===== src/rtl/boot_pkg.sv =====
// -----------------------------------------------------------------------------
// boot_pkg
// Shared definitions for the boot protocol: protocol phase encoding, the
// sync/end handshake bytes, the section terminator word, and helpers that the
// sender (and the on-chip loader) use to track phase and split words into
// bytes.
// -----------------------------------------------------------------------------
package boot_pkg;

  // Protocol phase as the receiver parses the word stream.
  typedef enum logic [2:0] {
    DATA_ADDR = 3'd0,
    DATA_VAL  = 3'd1,
    SP        = 3'd2,
    PC        = 3'd3,
    INSTR     = 3'd4
  } phase_e;

  localparam logic [7:0]  BOOT_SYNC_BYTE = 8'h99;
  localparam logic [7:0]  BOOT_END_BYTE  = 8'haa;
  localparam logic [31:0] BOOT_TERM_WORD = 32'hFFFF_FFFF;

  // Phase reached after the given word has been sent while in phase cur.
  function automatic phase_e next_phase(input phase_e cur, input logic [31:0] word);
    phase_e nxt;
    case (cur)
      DATA_ADDR: nxt = (word == BOOT_TERM_WORD) ? SP : DATA_VAL;
      DATA_VAL:  nxt = DATA_ADDR;
      SP:        nxt = PC;
      PC:        nxt = (word == BOOT_TERM_WORD) ? INSTR : PC;
      INSTR:     nxt = INSTR;
      default:   nxt = DATA_ADDR;
    endcase
    return nxt;
  endfunction

  // Byte idx of a word, byte 0 being bits [7:0].
  function automatic logic [7:0] word_byte(input logic [31:0] word, input logic [1:0] idx);
    logic [7:0] b;
    case (idx)
      2'd0:    b = word[7:0];
      2'd1:    b = word[15:8];
      2'd2:    b = word[23:16];
      2'd3:    b = word[31:24];
      default: b = word[7:0];
    endcase
    return b;
  endfunction

endpackage


===== src/rtl/uart_tx_byte.sv =====
// -----------------------------------------------------------------------------
// uart_tx_byte
// 8N1 UART byte serializer. One bit lasts 2*CLK_PER_HALF_BIT cycles.
// Ports:
//   clk, reset  - clock, synchronous active-high reset
//   data        - byte to send, taken when valid && ready
//   valid       - byte offered
//   ready       - serializer can take a byte
//   txd         - serial output (registered), idle high
// -----------------------------------------------------------------------------
module uart_tx_byte #(
  parameter int CLK_PER_HALF_BIT = 5208
) (
  input  logic       clk,
  input  logic       reset,
  input  logic [7:0] data,
  input  logic       valid,
  output logic       ready,
  output logic       txd
);

  localparam int BIT_CYC = 2 * CLK_PER_HALF_BIT;
  localparam int CW = (BIT_CYC > 1) ? $clog2(BIT_CYC) : 1;
  localparam logic [CW-1:0] CNT_LAST = CW'(BIT_CYC - 1);
  localparam logic [CW-1:0] CNT_ONE  = CW'(1);
  localparam logic [3:0]    BIT_STOP = 4'd9;

  logic          busy_q, busy_d;
  logic [8:0]    shift_q, shift_d;   // remaining data bits with the stop bit on top
  logic [3:0]    bit_q, bit_d;       // 0 = start bit, 1..8 = data, 9 = stop
  logic [CW-1:0] cnt_q, cnt_d;
  logic          txd_q, txd_d;
  logic          bit_end_s;
  logic          accept_s;

  assign bit_end_s = busy_q && (cnt_q == CNT_LAST);
  // The final stop-bit cycle also counts as idle so that a waiting byte
  // starts right after the stop bit, with no gap between frames.
  assign ready    = !busy_q || (bit_end_s && (bit_q == BIT_STOP));
  assign accept_s = valid && ready;
  assign txd      = txd_q;

  // Next-state logic for the bit/cycle counters and the output bit.
  always_comb begin
    busy_d  = busy_q;
    shift_d = shift_q;
    bit_d   = bit_q;
    cnt_d   = cnt_q;
    txd_d   = txd_q;
    if (accept_s) begin
      busy_d  = 1'b1;
      shift_d = {1'b1, data};
      bit_d   = 4'd0;
      cnt_d   = '0;
      txd_d   = 1'b0;
    end else if (bit_end_s) begin
      cnt_d = '0;
      if (bit_q == BIT_STOP) begin
        busy_d = 1'b0;
        txd_d  = 1'b1;
      end else begin
        txd_d   = shift_q[0];
        shift_d = {1'b1, shift_q[8:1]};
        bit_d   = bit_q + 4'd1;
      end
    end else if (busy_q) begin
      cnt_d = cnt_q + CNT_ONE;
    end else begin
      txd_d = 1'b1;
    end
  end

  // Serializer state registers.
  always_ff @(posedge clk) begin
    if (reset) begin
      busy_q  <= 1'b0;
      shift_q <= 9'h1FF;
      bit_q   <= 4'd0;
      cnt_q   <= '0;
      txd_q   <= 1'b1;
    end else begin
      busy_q  <= busy_d;
      shift_q <= shift_d;
      bit_q   <= bit_d;
      cnt_q   <= cnt_d;
      txd_q   <= txd_d;
    end
  end

endmodule


===== src/rtl/boot_sender.sv =====
// -----------------------------------------------------------------------------
// boot_sender
// Host-side boot image sender. After start it waits for the loader's sync
// byte, sends the image length (bytes) and every image word LSB first over
// UART, tracks the protocol phase, and finally waits for the end byte.
// Ports:
//   clk, reset        - clock, synchronous active-high reset
//   start             - begin a session (IDLE/DONE/ERR only)
//   img_words         - word count, sampled on start
//   img_addr/img_data - synchronous image memory (1-cycle read latency)
//   rx_data/rx_ready  - bytes from the external UART receiver
//   txd               - UART output
//   busy/phase/done/err - status
// -----------------------------------------------------------------------------
module boot_sender
  import boot_pkg::*;
#(
  parameter int CLK_PER_HALF_BIT = 5208,
  parameter int IMG_AW           = 16
) (
  input  logic              clk,
  input  logic              reset,
  input  logic              start,
  input  logic [31:0]       img_words,
  output logic [IMG_AW-1:0] img_addr,
  input  logic [31:0]       img_data,
  input  logic [7:0]        rx_data,
  input  logic              rx_ready,
  output logic              txd,
  output logic              busy,
  output logic [2:0]        phase,
  output logic              done,
  output logic              err
);

  localparam logic [2:0] S_IDLE      = 3'd0;
  localparam logic [2:0] S_WAIT_SYNC = 3'd1;
  localparam logic [2:0] S_SEND_LEN  = 3'd2;
  localparam logic [2:0] S_FETCH     = 3'd3;
  localparam logic [2:0] S_SEND_WORD = 3'd4;
  localparam logic [2:0] S_WAIT_END  = 3'd5;
  localparam logic [2:0] S_DONE      = 3'd6;
  localparam logic [2:0] S_ERR       = 3'd7;

  localparam logic [IMG_AW-1:0] ADDR_ONE = IMG_AW'(1);

  logic [2:0]        state_q, state_d;
  logic [31:0]       word_q, word_d;          // word being serialized
  logic [31:0]       img_words_q, img_words_d;
  logic [31:0]       word_cnt_q, word_cnt_d;  // image words latched so far
  logic [IMG_AW-1:0] addr_q, addr_d;
  logic [2:0]        byte_idx_q, byte_idx_d;  // next byte to hand over; 4 = all handed
  logic              fetch_wait_q, fetch_wait_d;
  phase_e            phase_q, phase_d;
  logic              busy_q, busy_d;
  logic              done_q, done_d;
  logic              err_q, err_d;

  logic              tx_valid_s;
  logic              tx_ready_s;
  logic [7:0]        tx_byte_s;
  logic [31:0]       len_s;

  assign len_s = {img_words_q[29:0], 2'b00};

  uart_tx_byte #(
    .CLK_PER_HALF_BIT(CLK_PER_HALF_BIT)
  ) u_tx (
    .clk  (clk),
    .reset(reset),
    .data (tx_byte_s),
    .valid(tx_valid_s),
    .ready(tx_ready_s),
    .txd  (txd)
  );

  // Session sequencing: sync wait, length, word fetch/send, end handshake.
  always_comb begin
    state_d      = state_q;
    word_d       = word_q;
    img_words_d  = img_words_q;
    word_cnt_d   = word_cnt_q;
    addr_d       = addr_q;
    byte_idx_d   = byte_idx_q;
    fetch_wait_d = fetch_wait_q;
    phase_d      = phase_q;
    busy_d       = busy_q;
    done_d       = done_q;
    err_d        = err_q;
    tx_valid_s   = 1'b0;
    tx_byte_s    = word_byte(word_q, byte_idx_q[1:0]);

    case (state_q)
      S_IDLE, S_DONE, S_ERR: begin
        if (start) begin
          img_words_d  = img_words;
          word_cnt_d   = 32'd0;
          addr_d       = '0;
          byte_idx_d   = 3'd0;
          fetch_wait_d = 1'b0;
          phase_d      = DATA_ADDR;
          busy_d       = 1'b1;
          done_d       = 1'b0;
          err_d        = 1'b0;
          state_d      = S_WAIT_SYNC;
        end else begin
          state_d = state_q;
        end
      end

      S_WAIT_SYNC: begin
        // The first length byte goes to the serializer in the same cycle the
        // sync byte is seen, so its start bit follows one cycle later.
        if (rx_ready && (rx_data == BOOT_SYNC_BYTE) && tx_ready_s) begin
          tx_valid_s = 1'b1;
          tx_byte_s  = len_s[7:0];
          word_d     = len_s;
          byte_idx_d = 3'd1;
          state_d    = S_SEND_LEN;
        end else begin
          state_d = state_q;
        end
      end

      S_SEND_LEN, S_SEND_WORD: begin
        if (byte_idx_q != 3'd4) begin
          tx_valid_s = 1'b1;
          if (tx_ready_s) begin
            byte_idx_d = byte_idx_q + 3'd1;
          end else begin
            byte_idx_d = byte_idx_q;
          end
        end else if (word_cnt_q == img_words_q) begin
          // Covers both the empty image (count still 0 after the length)
          // and the last word; leave only once its stop bit has gone out.
          if (tx_ready_s) begin
            state_d = S_WAIT_END;
          end else begin
            state_d = state_q;
          end
        end else begin
          // Prefetch the next word while the last byte is still on the
          // line, keeping the byte stream gap-free.
          if (state_q == S_SEND_WORD) begin
            addr_d = addr_q + ADDR_ONE;
          end else begin
            addr_d = '0;
          end
          fetch_wait_d = 1'b0;
          state_d      = S_FETCH;
        end
      end

      S_FETCH: begin
        if (!fetch_wait_q) begin
          fetch_wait_d = 1'b1;
        end else begin
          word_d       = img_data;
          phase_d      = next_phase(phase_q, img_data);
          word_cnt_d   = word_cnt_q + 32'd1;
          byte_idx_d   = 3'd0;
          fetch_wait_d = 1'b0;
          state_d      = S_SEND_WORD;
        end
      end

      S_WAIT_END: begin
        if (rx_ready) begin
          busy_d = 1'b0;
          if ((rx_data == BOOT_END_BYTE) && (phase_q == INSTR)) begin
            done_d  = 1'b1;
            state_d = S_DONE;
          end else begin
            err_d   = 1'b1;
            state_d = S_ERR;
          end
        end else begin
          state_d = state_q;
        end
      end

      default: begin
        busy_d  = 1'b0;
        state_d = S_IDLE;
      end
    endcase
  end

  // Sequencer state registers.
  always_ff @(posedge clk) begin
    if (reset) begin
      state_q      <= S_IDLE;
      word_q       <= 32'd0;
      img_words_q  <= 32'd0;
      word_cnt_q   <= 32'd0;
      addr_q       <= '0;
      byte_idx_q   <= 3'd0;
      fetch_wait_q <= 1'b0;
      phase_q      <= DATA_ADDR;
      busy_q       <= 1'b0;
      done_q       <= 1'b0;
      err_q        <= 1'b0;
    end else begin
      state_q      <= state_d;
      word_q       <= word_d;
      img_words_q  <= img_words_d;
      word_cnt_q   <= word_cnt_d;
      addr_q       <= addr_d;
      byte_idx_q   <= byte_idx_d;
      fetch_wait_q <= fetch_wait_d;
      phase_q      <= phase_d;
      busy_q       <= busy_d;
      done_q       <= done_d;
      err_q        <= err_d;
    end
  end

  assign img_addr = addr_q;
  assign busy     = busy_q;
  assign phase    = phase_q;
  assign done     = done_q;
  assign err      = err_q;

endmodule


===== config.mk =====
export PLATFORM = sky130hd
export DESIGN_NAME = boot_sender
export DESIGN_NICKNAME = d
export VERILOG_FILES = /design/src/rtl/boot_pkg.sv /design/src/rtl/uart_tx_byte.sv /design/src/rtl/boot_sender.sv
export SDC_FILE = /design/constraint.sdc
export NUM_CORES = 1
export LEC_CHECK = 0
export ABC_AREA = 1
export BUFFER_PORTS_ARGS = -buffer_cell sky130_fd_sc_hd__buf_2
export CAP_MARGIN = 10
export CORE_MARGIN = 2
export CORE_UTILIZATION = 35
export CTS_CLUSTER_SIZE = 40
export DETAILED_ROUTE_END_ITERATION = 10
export PLACE_DENSITY = 0.54
export SLEW_MARGIN = 20
export SYNTH_ARGS = -nofsm -noshare
export SYNTH_HDL_FRONTEND = slang
export SYNTH_HIERARCHICAL = 1
export SYNTH_SLANG_ARGS = --single-unit

===== constraint.sdc =====
create_clock -name clk -period 3.6 [get_ports clk]
set_input_delay 0.36 -clock clk [delete_from_list [all_inputs] [get_ports clk]]
set_output_delay 0.36 -clock clk [all_outputs]
set_load 0.02 [all_outputs]

==> metrics.md, run 1 <==
| Metric | Value |
|---|---|
| Cts bufs inserted | `17` |
| CP Launch Point | `u_tx/bit_q[0]` |
| GPL Wtd Cong | `0.896` |
| Power Density | `573 mW/mm^2` |
| Post-synth top cells | `nand2_1, nor2_1, dfxtp_1, inv_1, nand3_1` |
| Share of cells above drive strength 1 | `13.1%` |
| Synth warn | `6` |
| Gr busiest metal | `met2` |
| Synth top area share | `35.8%` |
| Root buffer cell | `clkbuf_16` |
| Site Rows | `57` |
| Crit path DAT | `3.29 ns` |
| Syn_nets | `1397` |
| Largest fanout on the critical path | `19` |
| Core area | `0.0242 mm^2` |
| DRT Pass-1 Iters | `7` |
| Final wirelength | `26.4 mm` |
| FF+latch count, synth | `153` |
| Distinct cells, synth | `44` |
| Lkg Pwr | `3.85 nW` |
| Avg Inst Size Synth | `6.52 um^2` |
| CTS tree | `yes` |
| Max_cap viols | `0` |
| Grt total ovfl | `0` |
| Reg2reg path depth | `14` |
| Hold Crit Start | `img_words[22]` |
| Status | `completed` |
| Port bufs | `98` |
| Post-synthesis sequential area ratio | `35.8%` |
| I/O Pins | `99` |
| Mapped cell area | `0.00855 mm^2` |
| Clock Sinks | `153` |
| Post-CTS setup buffer count | `0` |
| RSZ-0062 raised after global routing | `false` |
| Post-synth EDFFs | `0` |
| Synth top area cells | `dfxtp_1, nand2_1, nor2_1` |
| Bufs on Longest Clock Path | `2` |
| Post_cts resized | `0` |
| H-tree depth | `4` |
| Hold depth | `3` |
| Via count | `8538` |
| Setup TNS | `0 ns` |
| Worst hold path type | `input pin to flop` |
| ANT cells | `0` |
| Vias in the first global route | `8064` |
| Largest net degree at the start of global routing | `43` |
| Critical path type | `flop to flop` |
| Mapped Cells | `1311` |
| Initial antenna violation count | `0` |
| Leading area contributor after synthesis | `dfxtp_1` |
| Worst vdd ir | `0.000294 V` |
| Tmin final | `2.98 ns` |
| Met1 Use GR | `27.4%` |
| Top-count cell post-synth | `nand2_1` |
| Endpoints failing setup | `0` |
| Reg-to-reg startpoint | `u_tx/bit_q[0]` |
| Worst skew pair latency | `0.43 ns` |
| Die Wd | `160 um` |
| HPWL after DPL | `20.0 mm` |
| Final antenna-violating net count | `0` |
| Met3 usage | `3.19%` |
| GR Util All Layers | `20.8%` |
| Initial Util | `35.4%` |
| Reg clk slew, reported paths | `0.06 ns` |
| Total power | `5.64 mW` |
| Top_reg_cell synth | `dfxtp_1` |
| WL/cell | `15.3 um` |
| Met2 usage | `35.0%` |
| Final Hold Fails | `0` |
| Clock skew | `0.0126 ns` |
| First-pass GRT wire length | `42.3 mm` |
| Die height | `160 um` |
| Layout area overhead | `15.0%` |
| Area after DPL | `0.00927 mm^2` |
| Total die area | `0.0257 mm^2` |
| Ys async rst share | `0%` |
| FMAX | `335 MHz` |
| Hold-fix buffers, CTS | `0` |
| DRC viols | `0` |
| Crit end category | `flop` |
| WP data required | `3.90 ns` |
| Finished Cell Area | `0.00983 mm^2` |
| Max-slew violation count | `0` |
| Final Cycle Share | `82.9%` |
| Rel. slew slack | `28.7%` |
| Critical path launch point type | `flop` |
| Worst-Margin Slew | `1.07 ns` |
| Fin nets | `1469` |
| Vias per cell | `4.96` |
| DR iter-0 viols | `633` |
## cell type report
class                           count  area, um^2
Clock inverter                     15         143
Sequential cell                   153        3060
Timing Repair Buffer              106         576
Clock buffer                       17         425
Fill cell                        2623       14300
Tap cell                          324         405
Inverter                          118         443
Multi-Input combinational cell    987        4780
## sequential cells by signal (all words and copies together), names as in the netlist
signal and count:
img_words_q 32, word_cnt_q 32, word_q 32, img_addr 16, u_tx/cnt_q 14, u_tx/shift_q 8, u_tx/bit_q 4, byte_idx_q 3
phase 3, state_q 3, busy 1, done 1, err 1, fetch_wait_q 1, u_tx/busy_q 1, u_tx/txd 1
## per-stage QoR
stage / utilization (%) / hold slack (ns) / cells / worst slack (ns)
floorplan: - / 0.429 / 1311 / 1.04
global placement: 38.3 / 0.448 / 1688 / 0.702
detailed placement: 38.3 / 0.450 / 1688 / 0.624
CTS: 40.7 / 0.144 / 1720 / 0.614
global route: 40.7 / 0.165 / 1720 / 0.306
finish: 40.7 / 0.154 / 1720 / 0.615
## per-layer routing
layer,vias up,share of wire [%]
li1,4420,-
met1,3884,46
met2,195,47
met3,39,4.3
met4,0,2.4
met5,-,0
## report_power, final
part | internal (mW) | switching (mW) | total (mW)
Sequential | 1.92 | 0.267 | 2.19
Clock | 0.965 | 0.783 | 1.75
Combinational | 0.524 | 1.18 | 1.70
Total | 3.41 | 2.23 | 5.64
## final timing paths
path | end | slack [ns]
min | img_words_q[22] | 0.15
max | u_tx/cnt_q[10] | 0.62
max reg2reg | u_tx/cnt_q[10] | 0.62
min reg2reg | fetch_wait_q | 0.46
## cell families (layout without fill, tap and decap cells)
group,count (synthesis),count (layout),share of synthesized area [%]
fa+ha+maj,10,10,1.46
flops,153,153,35.8
buf+inv,171,256,8.26
xor+xnor,44,44,4.51
compound gates,219,219,14.2
simple gates,713,713,35.7
mux,1,1,0.117
## cell usage in the layout, fill, tap and decap left out, drive strengths merged, types with 4 or more instances in the layout
master | Yosys | final
dfxtp | 153 | 153
nand3 | 91 | 91
clkbuf | 30 | 17
nor3 | 26 | 26
nand2 | 370 | 370
xnor2 | 26 | 26
a21oi | 83 | 83
xor2 | 18 | 18
clkinvlp | 0 | 4
nor2 | 183 | 183
clkinv | 1 | 5
ha | 10 | 10
a22o | 6 | 6
inv | 117 | 123
nand4 | 33 | 33
a31oi | 31 | 31
o21ai | 89 | 89
buf | 23 | 106
## critical path, cell delays in order, from the launching register on
cell and delay [ns]:
dfxtp_1 0.40, ha_1 0.17, nand2_1 0.05, nor2_1 0.08, inv_1 0.21, o21bai_4 0.41, nand4_1 0.14, nor2_1 0.14
nand2_1 0.12, nor2_4 0.19, inv_2 0.12, nand2_1 0.27, nand2_4 0.20, nand3_2 0.28, nor2_1 0.08
Note: power is estimated with default switching activity, not from simulation.
==> inputs of run 2 (changes only) <==
==> constraint.sdc (replaced) <==
create_clock -name clk -period 2.9 [get_ports clk]
set_input_delay 0.29 -clock clk [delete_from_list [all_inputs] [get_ports clk]]
set_output_delay 0.29 -clock clk [all_outputs]
set_load 0.02 [all_outputs]
==> run 2 against run 1 <==
Against the previous run:
- worst setup slack worse by 0.31 ns
- register-to-register slack got worse by 0.31 ns
- worst hold slack lost 0.071 ns
- clock-buffer cell count is 2 higher
- sequential cell count did not move
- via count is 0.22% higher
- die area is the same
- clock power up 29%
- combinational power is 27% higher
- sequential share of layout area down 0.20 points
- utilization is 0.27 points higher
- largest power group unchanged
==> metrics.md, run 2 (same netlist as run 1, synthesis figures left out) <==
| Metric | Value |
|---|---|
| Status | `completed` |
| Die height | `160 um (unchanged)` |
| H-tree depth | `4 (unchanged)` |
| Site Rows | `57 (unchanged)` |
| Initial antenna violation count | `0 (unchanged)` |
| GPL Wtd Cong | `0.883 (-1.5%)` |
| First-pass GRT wire length | `43.1 mm (+2.0%)` |
| Hold endpoint | `img_words_q[31]` |
| FMAX | `385 MHz (+15%)` |
| Part of the power in registers | `37.8% (-1.0 points)` |
| Part of the power in the clock network | `31.8% (+0.8 points)` |
| Clock skew | `0.0107 ns (-0.00184 ns)` |
| Initial Util | `35.4% (unchanged)` |
| DR iter-0 viols | `679 (+7.3%)` |
| Port bufs | `98 (unchanged)` |
| DRT Pass-1 Iters | `5 (-2)` |
| Most common cell after layout, fill and taps aside | `nand2_1` |
| Max-slew violation count | `0 (unchanged)` |
| ANT cells | `0 (unchanged)` |
| R2r setup slk | `0.30 ns (-0.31 ns)` |
| Biggest registers after layout | `img_words_q: 32 flops, word_cnt_q: 32 flops, word_q: 32 flops` |
| Largest fanout on the critical path | `19 (unchanged)` |
| Dpl cells | `1693 (+0.30%)` |
| Worst-Margin Slew | `0.764 ns (-0.302 ns)` |
| DRC viols | `0 (unchanged)` |
| Bufs on Longest Clock Path | `2 (unchanged)` |
| Reg2reg path depth | `14 (unchanged)` |
| Switch share | `38.9% (-0.60 points)` |
| Final antenna-violating net count | `0 (unchanged)` |
| Gate power share | `30.4% (+0.2 points)` |
| Reg-to-reg startpoint | `u_tx/cnt_q[1]` |
| Tmin final | `2.60 ns (-0.388 ns)` |
| Reg clk slew, reported paths | `0.07 ns (about the same)` |
| I/O Pins | `99 (unchanged)` |
| Hold_ws | `0.0829 ns (-0.0706 ns)` |
| End-of-flow core utilization | `40.9% (+0.27 points)` |
| Root buffer cell | `clkbuf_16` |
| Fin cells | `1725 (+0.29%)` |
| Final Hold Fails | `0 (unchanged)` |
| Endpoints failing setup | `0 (unchanged)` |
| Crit end category | `flop` |
| Vias in the first global route | `8158 (+1.2%)` |
| Layout area overhead | `15.8%` |
| CTS tree | `yes` |
| Grt total ovfl | `0 (unchanged)` |
| Final Cycle Share | `89.6% (+6.6 points)` |
| WP data required | `3.21 ns (-0.69 ns)` |
| WL/cell | `15.5 um (+0.77%)` |
| Setup TNS | `0 ns (unchanged)` |
| Worst skew pair latency | `0.43 ns (about the same)` |
| Largest net degree at the start of global routing | `62 (+44%)` |
| Power Density | `718 mW/mm^2 (+25%)` |
| Vias per cell | `4.96 (about the same)` |
| Crit path DAT | `2.91 ns (-0.38 ns)` |
| Final wirelength | `26.7 mm (+1.1%)` |
| GR Util All Layers | `21.2% (+0.42 points)` |
| HPWL after DPL | `20.0 mm (+0.25%)` |
| Max_cap viols | `0 (unchanged)` |
| Lkg Pwr | `3.87 nW (+0.76%)` |
| Critical path type | `flop to flop` |
| Post-CTS setup buffer count | `0 (unchanged)` |
| Die Wd | `160 um (unchanged)` |
| Via count | `8557 (+0.22%)` |
| Cts bufs inserted | `17 (unchanged)` |
| Share of cells above drive strength 1 | `13.5% (+0.38 points)` |
| Fin nets | `1474 (+0.34%)` |
| Hold-fix buffers, CTS | `0 (unchanged)` |
| NetSw | `2.76 mW (+24%)` |
| Hold Crit Start | `img_words[31]` |
| Internal power | `4.34 mW (+27%)` |
| Core area | `0.0242 mm^2 (unchanged)` |
| Hold depth | `3 (unchanged)` |
| FF-to-FF End | `u_tx/cnt_q[12]` |
| Most frequent cells in the layout | `nand2_1, nor2_1, dfxtp_1` |
| Total die area | `0.0257 mm^2 (unchanged)` |
| Worst hold path type | `input pin to flop` |
| Clock Sinks | `153 (unchanged)` |
| Total power | `7.11 mW (+26%)` |
| Rel. slew slack | `49.0% (+20 points)` |
| Critical path launch point type | `flop` |
| Worst vdd ir | `0.000324 V (+10%)` |
| RSZ-0062 raised after global routing | `false` |
==> run 2: cell types whose count changed in the layout (fill, tap and decap cells not counted), sizes merged <==
cell	change
buf	+5
clkbuf	+2
clkinv	+2
inv	-5
bufinv	+1
==> run 2: timing repair <==
item | CTS | global route
endpoints found under the setup margin | 0 | 13
endpoints found under the hold margin | 0 | 0
gates resized for setup | 0 | 1
==> run 2: area by class of cell <==
| type | count | area, um^2 |
|---|---|---|
| Fill cell | 2620 | 14300 |
| Multi-Input combinational cell | 987 | 4780 |
| Sequential cell | 153 | 3060 |
| Timing Repair Buffer | 111 | 613 |
| Clock buffer | 19 | 443 |
| Inverter | 118 | 443 |
| Tap cell | 324 | 405 |
| Clock inverter | 13 | 148 |
==> run 2: power groups by stage <==
stage                     clock (mW)  sequential, mW  combinational, mW
after floorplan                    0            2.63               1.61
after global routing            2.38            2.72               2.46
after global placement             0            2.72               2.16
after detailed placement           0            2.72               2.16
after CTS                       2.30            2.68               2.17
final                           2.26            2.69               2.16
==> run 2: worst max-delay path by stage <==
stage,cells after the start,slack (ns),endpoint,start
2_1_floorplan,18,0.34,u_tx/shift_q[7],u_tx/cnt_q[1]
3_3_place_gp,14,0.30,u_tx/cnt_q[11],u_tx/cnt_q[1]
4_1_cts,14,0.19,u_tx/cnt_q[12],u_tx/cnt_q[1]
6_report,14,0.30,u_tx/cnt_q[12],u_tx/cnt_q[1]
3_5_place_dp,14,0.21,u_tx/cnt_q[13],u_tx/cnt_q[1]
5_1_grt,14,0.09,u_tx/cnt_q[11],u_tx/cnt_q[1]
==> run 2: worst max-delay path, stage by stage, from the launching register on <==
cell      delay [ns]
dfxtp_1         0.38
ha_1            0.25
nand2_2         0.09
nor2_2          0.11
nand2_2         0.09
o21bai_4        0.14
nand4_1         0.10
nor2_1          0.15
nand2_1         0.13
nor2_4          0.20
inv_2           0.13
nand2_2         0.18
nand2_4         0.17
nand3_2         0.26
nor2_1          0.08
==> run 2: metal layers <==
metal	share of wire (%)	wire [um]	up-vias	track usage, %
li1	-	-	4425	-
met1	46	12300	3930	28.0
met2	48	12800	181	36.2
met3	4.7	1250	21	3.48
met4	1.2	323	0	5.24
met5	0	0	-	0
==> run 2: metrics by stage <==
| step | cell area [um^2] | setup slack, ns |
|---|---|---|
| finish | 9900 | 0.303 |
| global route | 9900 | 0.0868 |
| CTS | 9890 | 0.195 |
| detailed placement | 9300 | 0.209 |
| global placement | 9300 | 0.303 |
| floorplan | 8550 | 0.342 |
==> inputs of run 3 (changes only) <==
--- a/config.mk
+++ b/config.mk
@@ -6,13 +6,15 @@
 export NUM_CORES = 1
 export LEC_CHECK = 0
 export ABC_AREA = 1
-export BUFFER_PORTS_ARGS = -buffer_cell sky130_fd_sc_hd__buf_2
+export BUFFER_PORTS_ARGS = -buffer_cell sky130_fd_sc_hd__clkbuf_2
 export CAP_MARGIN = 10
+export CELL_PAD_IN_SITES_DETAIL_PLACEMENT = 1
+export CELL_PAD_IN_SITES_GLOBAL_PLACEMENT = 1
 export CORE_MARGIN = 2
 export CORE_UTILIZATION = 35
 export CTS_CLUSTER_SIZE = 40
 export DETAILED_ROUTE_END_ITERATION = 10
-export PLACE_DENSITY = 0.54
+export PLACE_DENSITY = 0.71
 export SLEW_MARGIN = 20
 export SYNTH_ARGS = -nofsm -noshare
 export SYNTH_HDL_FRONTEND = slang
==> run 3 against run 2 <==
Against the previous run:
- clock power hardly changed
- power is 0.82% higher
- design area hardly changed
- die area stayed put
- final cell count is 0.12% higher
- sequential power hardly changed
- critical path depth stayed put
- sequential cell count stayed put
- register-to-register slack better by 0.08 ns
- non-clock buffer count is 2 higher
- utilization hardly changed
- first-iteration DRC count is 32% lower
==> metrics.md, run 3 (same netlist as run 1, synthesis figures left out) <==
| Metric | Value |
|---|---|
| Status | `completed` |
| I/O Pins | `99 (unchanged)` |
| Final antenna-violating net count | `0 (unchanged)` |
| DRC viols | `0 (unchanged)` |
| Initial antenna violation count | `0 (unchanged)` |
| Internal power | `4.37 mW (+0.51%)` |
| Port bufs | `98 (unchanged)` |
| Post-CTS setup buffer count | `0 (unchanged)` |
| Largest net degree at the start of global routing | `67 (+8.1%)` |
| Power Density | `724 mW/mm^2 (+0.80%)` |
| Dpl cells | `1695 (+0.12%)` |
| Via count | `8738 (+2.1%)` |
| Post_cts resized | `0 (unchanged)` |
| DR iter-0 viols | `462 (-32%)` |
| Critical path type | `flop to flop` |
| Lkg Pwr | `3.88 nW (+0.24%)` |
| Worst hold path type | `input pin to flop` |
| Die Wd | `160 um (unchanged)` |
| Site Rows | `57 (unchanged)` |
| Cts bufs inserted | `17 (unchanged)` |
| Part of the power in the clock network | `31.4% (-0.4 points)` |
| Rel. slew slack | `50.8% (+1.8 points)` |
| Final wirelength | `28.2 mm (+5.5%)` |
| NetSw | `2.80 mW (+1.3%)` |
| Tmin final | `2.52 ns (-0.0794 ns)` |
| GR Util All Layers | `22.3% (+1.1 points)` |
| Root buffer cell | `clkbuf_16` |
| Worst-Margin Slew | `0.738 ns (-0.0266 ns)` |
| Endpoints failing setup | `0 (unchanged)` |
| FMAX | `397 MHz (+3.2%)` |
| Largest fanout on the critical path | `19 (unchanged)` |
| Hold-fix buffers, CTS | `0 (unchanged)` |
| Gate power share | `31.1% (+0.7 points)` |
| Grt total ovfl | `0 (unchanged)` |
| Vias per cell | `5.06 (+2.0%)` |
| CTS tree | `yes` |
| WP data required | `3.21 ns (about the same)` |
| Share of cells above drive strength 1 | `13.5% (+0.052 points)` |
| Crit end category | `flop` |
| First-pass GRT wire length | `45.6 mm (+5.7%)` |
| Crit path DAT | `2.83 ns (-0.08 ns)` |
| Bufs on Longest Clock Path | `2 (unchanged)` |
| GPL Wtd Cong | `0.887 (+0.44%)` |
| Part of the power in registers | `37.4% (-0.4 points)` |
| Biggest registers after layout | `img_words_q: 32 flops, word_cnt_q: 32 flops, word_q: 32 flops` |
| Setup TNS | `0 ns (unchanged)` |
| Clock Sinks | `153 (unchanged)` |
| Die height | `160 um (unchanged)` |
| Worst skew pair latency | `0.43 ns (about the same)` |
| Layout area overhead | `15.8% (about the same)` |
| Critical path launch point type | `flop` |
| Initial Util | `35.4% (unchanged)` |
| Fin nets | `1476 (+0.14%)` |
| Fin cells | `1727 (+0.12%)` |
| Clock skew | `0.0135 ns (+0.00276 ns)` |
| ANT cells | `0 (unchanged)` |
| Switch share | `39.1% (+0.19 points)` |
| Most frequent cells in the layout | `nand2_1, nor2_1, dfxtp_1` |
| Final Cycle Share | `86.8% (-2.7 points)` |
| Most common cell after layout, fill and taps aside | `nand2_1` |
| Max_cap viols | `0 (unchanged)` |
| Final Hold Fails | `0 (unchanged)` |
| Core area | `0.0242 mm^2 (unchanged)` |
| RSZ-0062 raised after global routing | `false` |
| Worst vdd ir | `0.000342 V (+5.5%)` |
| DRT Pass-1 Iters | `5 (unchanged)` |
| HPWL after DPL | `21.2 mm (+6.0%)` |
| H-tree depth | `4 (unchanged)` |
| Reg clk slew, reported paths | `0.07 ns (about the same)` |
| Max-slew violation count | `0 (unchanged)` |
| Vias in the first global route | `8886 (+8.9%)` |
| WL/cell | `16.3 um (+5.4%)` |
| Total die area | `0.0257 mm^2 (unchanged)` |
==> run 3: cell types whose count changed in the layout (fill, tap and decap cells not counted), sizes merged <==
cell	change
clkbuf	+101
buf	-96
clkinvlp	-2
bufinv	-1
clkinv	-1
inv	+1
==> run 3: cell type report <==
cell class              count  area, um^2
clock buffers              22         484
repair buffers            113         616
fillers                  3216       14300
flip-flops and latches    153        3060
clock inverters            10         109
well taps                 324         405
multi-input cells         987        4780
inverters                 118         443
==> run 3: final timing paths <==
check | from | to | slack, ns | depth (start not counted)
worst max-delay path | u_tx/cnt_q[1] | u_tx/cnt_q[13] | 0.38 | 14
worst min-delay path | img_words[31] | img_words_q[31] | 0.09 | 3
worst max register to register | u_tx/cnt_q[1] | u_tx/cnt_q[13] | 0.38 | 14
worst min register to register | fetch_wait_q | fetch_wait_q | 0.47 | 2
==> run 3: power by group through the flow <==
stage / logic, mW / registers (mW) / clock network, mW
floorplan: 1.61 / 2.63 / 0
global placement: 2.21 / 2.72 / 0
detailed placement: 2.23 / 2.73 / 0
CTS: 2.25 / 2.68 / 2.30
global route: 2.53 / 2.72 / 2.40
finish: 2.23 / 2.68 / 2.25
==> run 3: per-stage QoR <==
| stage | cell area, um^2 | setup WS [ns] | utilization [%] | hold WS [ns] | total power, mW |
|---|---|---|---|---|---|
| after global placement | 9310 | 0.445 | 38.5 | 0.450 | 4.93 |
| after CTS | 9900 | 0.343 | 40.9 | 0.0706 | 7.23 |
| after global routing | 9900 | 0.0807 | 41.0 | 0.0840 | 7.65 |
| after floorplan | 8550 | 0.342 | - | 0.359 | 4.24 |
| final | 9900 | 0.382 | 41.0 | 0.0853 | 7.17 |
| after detailed placement | 9310 | 0.350 | 38.5 | 0.462 | 4.96 |
==> run 3: metal layers <==
layer	vias to the layer above	share of wire [%]	track usage, %
met5	-	0	0
met4	0	2.8	8.72
met3	45	2.5	2.81
met2	130	51	40.5
met1	4135	44	26.7
li1	4428	-	-
==> run 3: worst max-delay path, stage by stage, from the launching register on <==
cell	delay, ns
dfxtp_1	0.38
ha_1	0.25
nand2_2	0.08
nor2_2	0.11
nand2_2	0.10
o21bai_4	0.15
nand4_1	0.11
nor2_1	0.13
nand2_1	0.12
nor2_4	0.19
inv_2	0.12
nand2_1	0.14
nand2_4	0.16
nand3_2	0.27
nor2_1	0.08
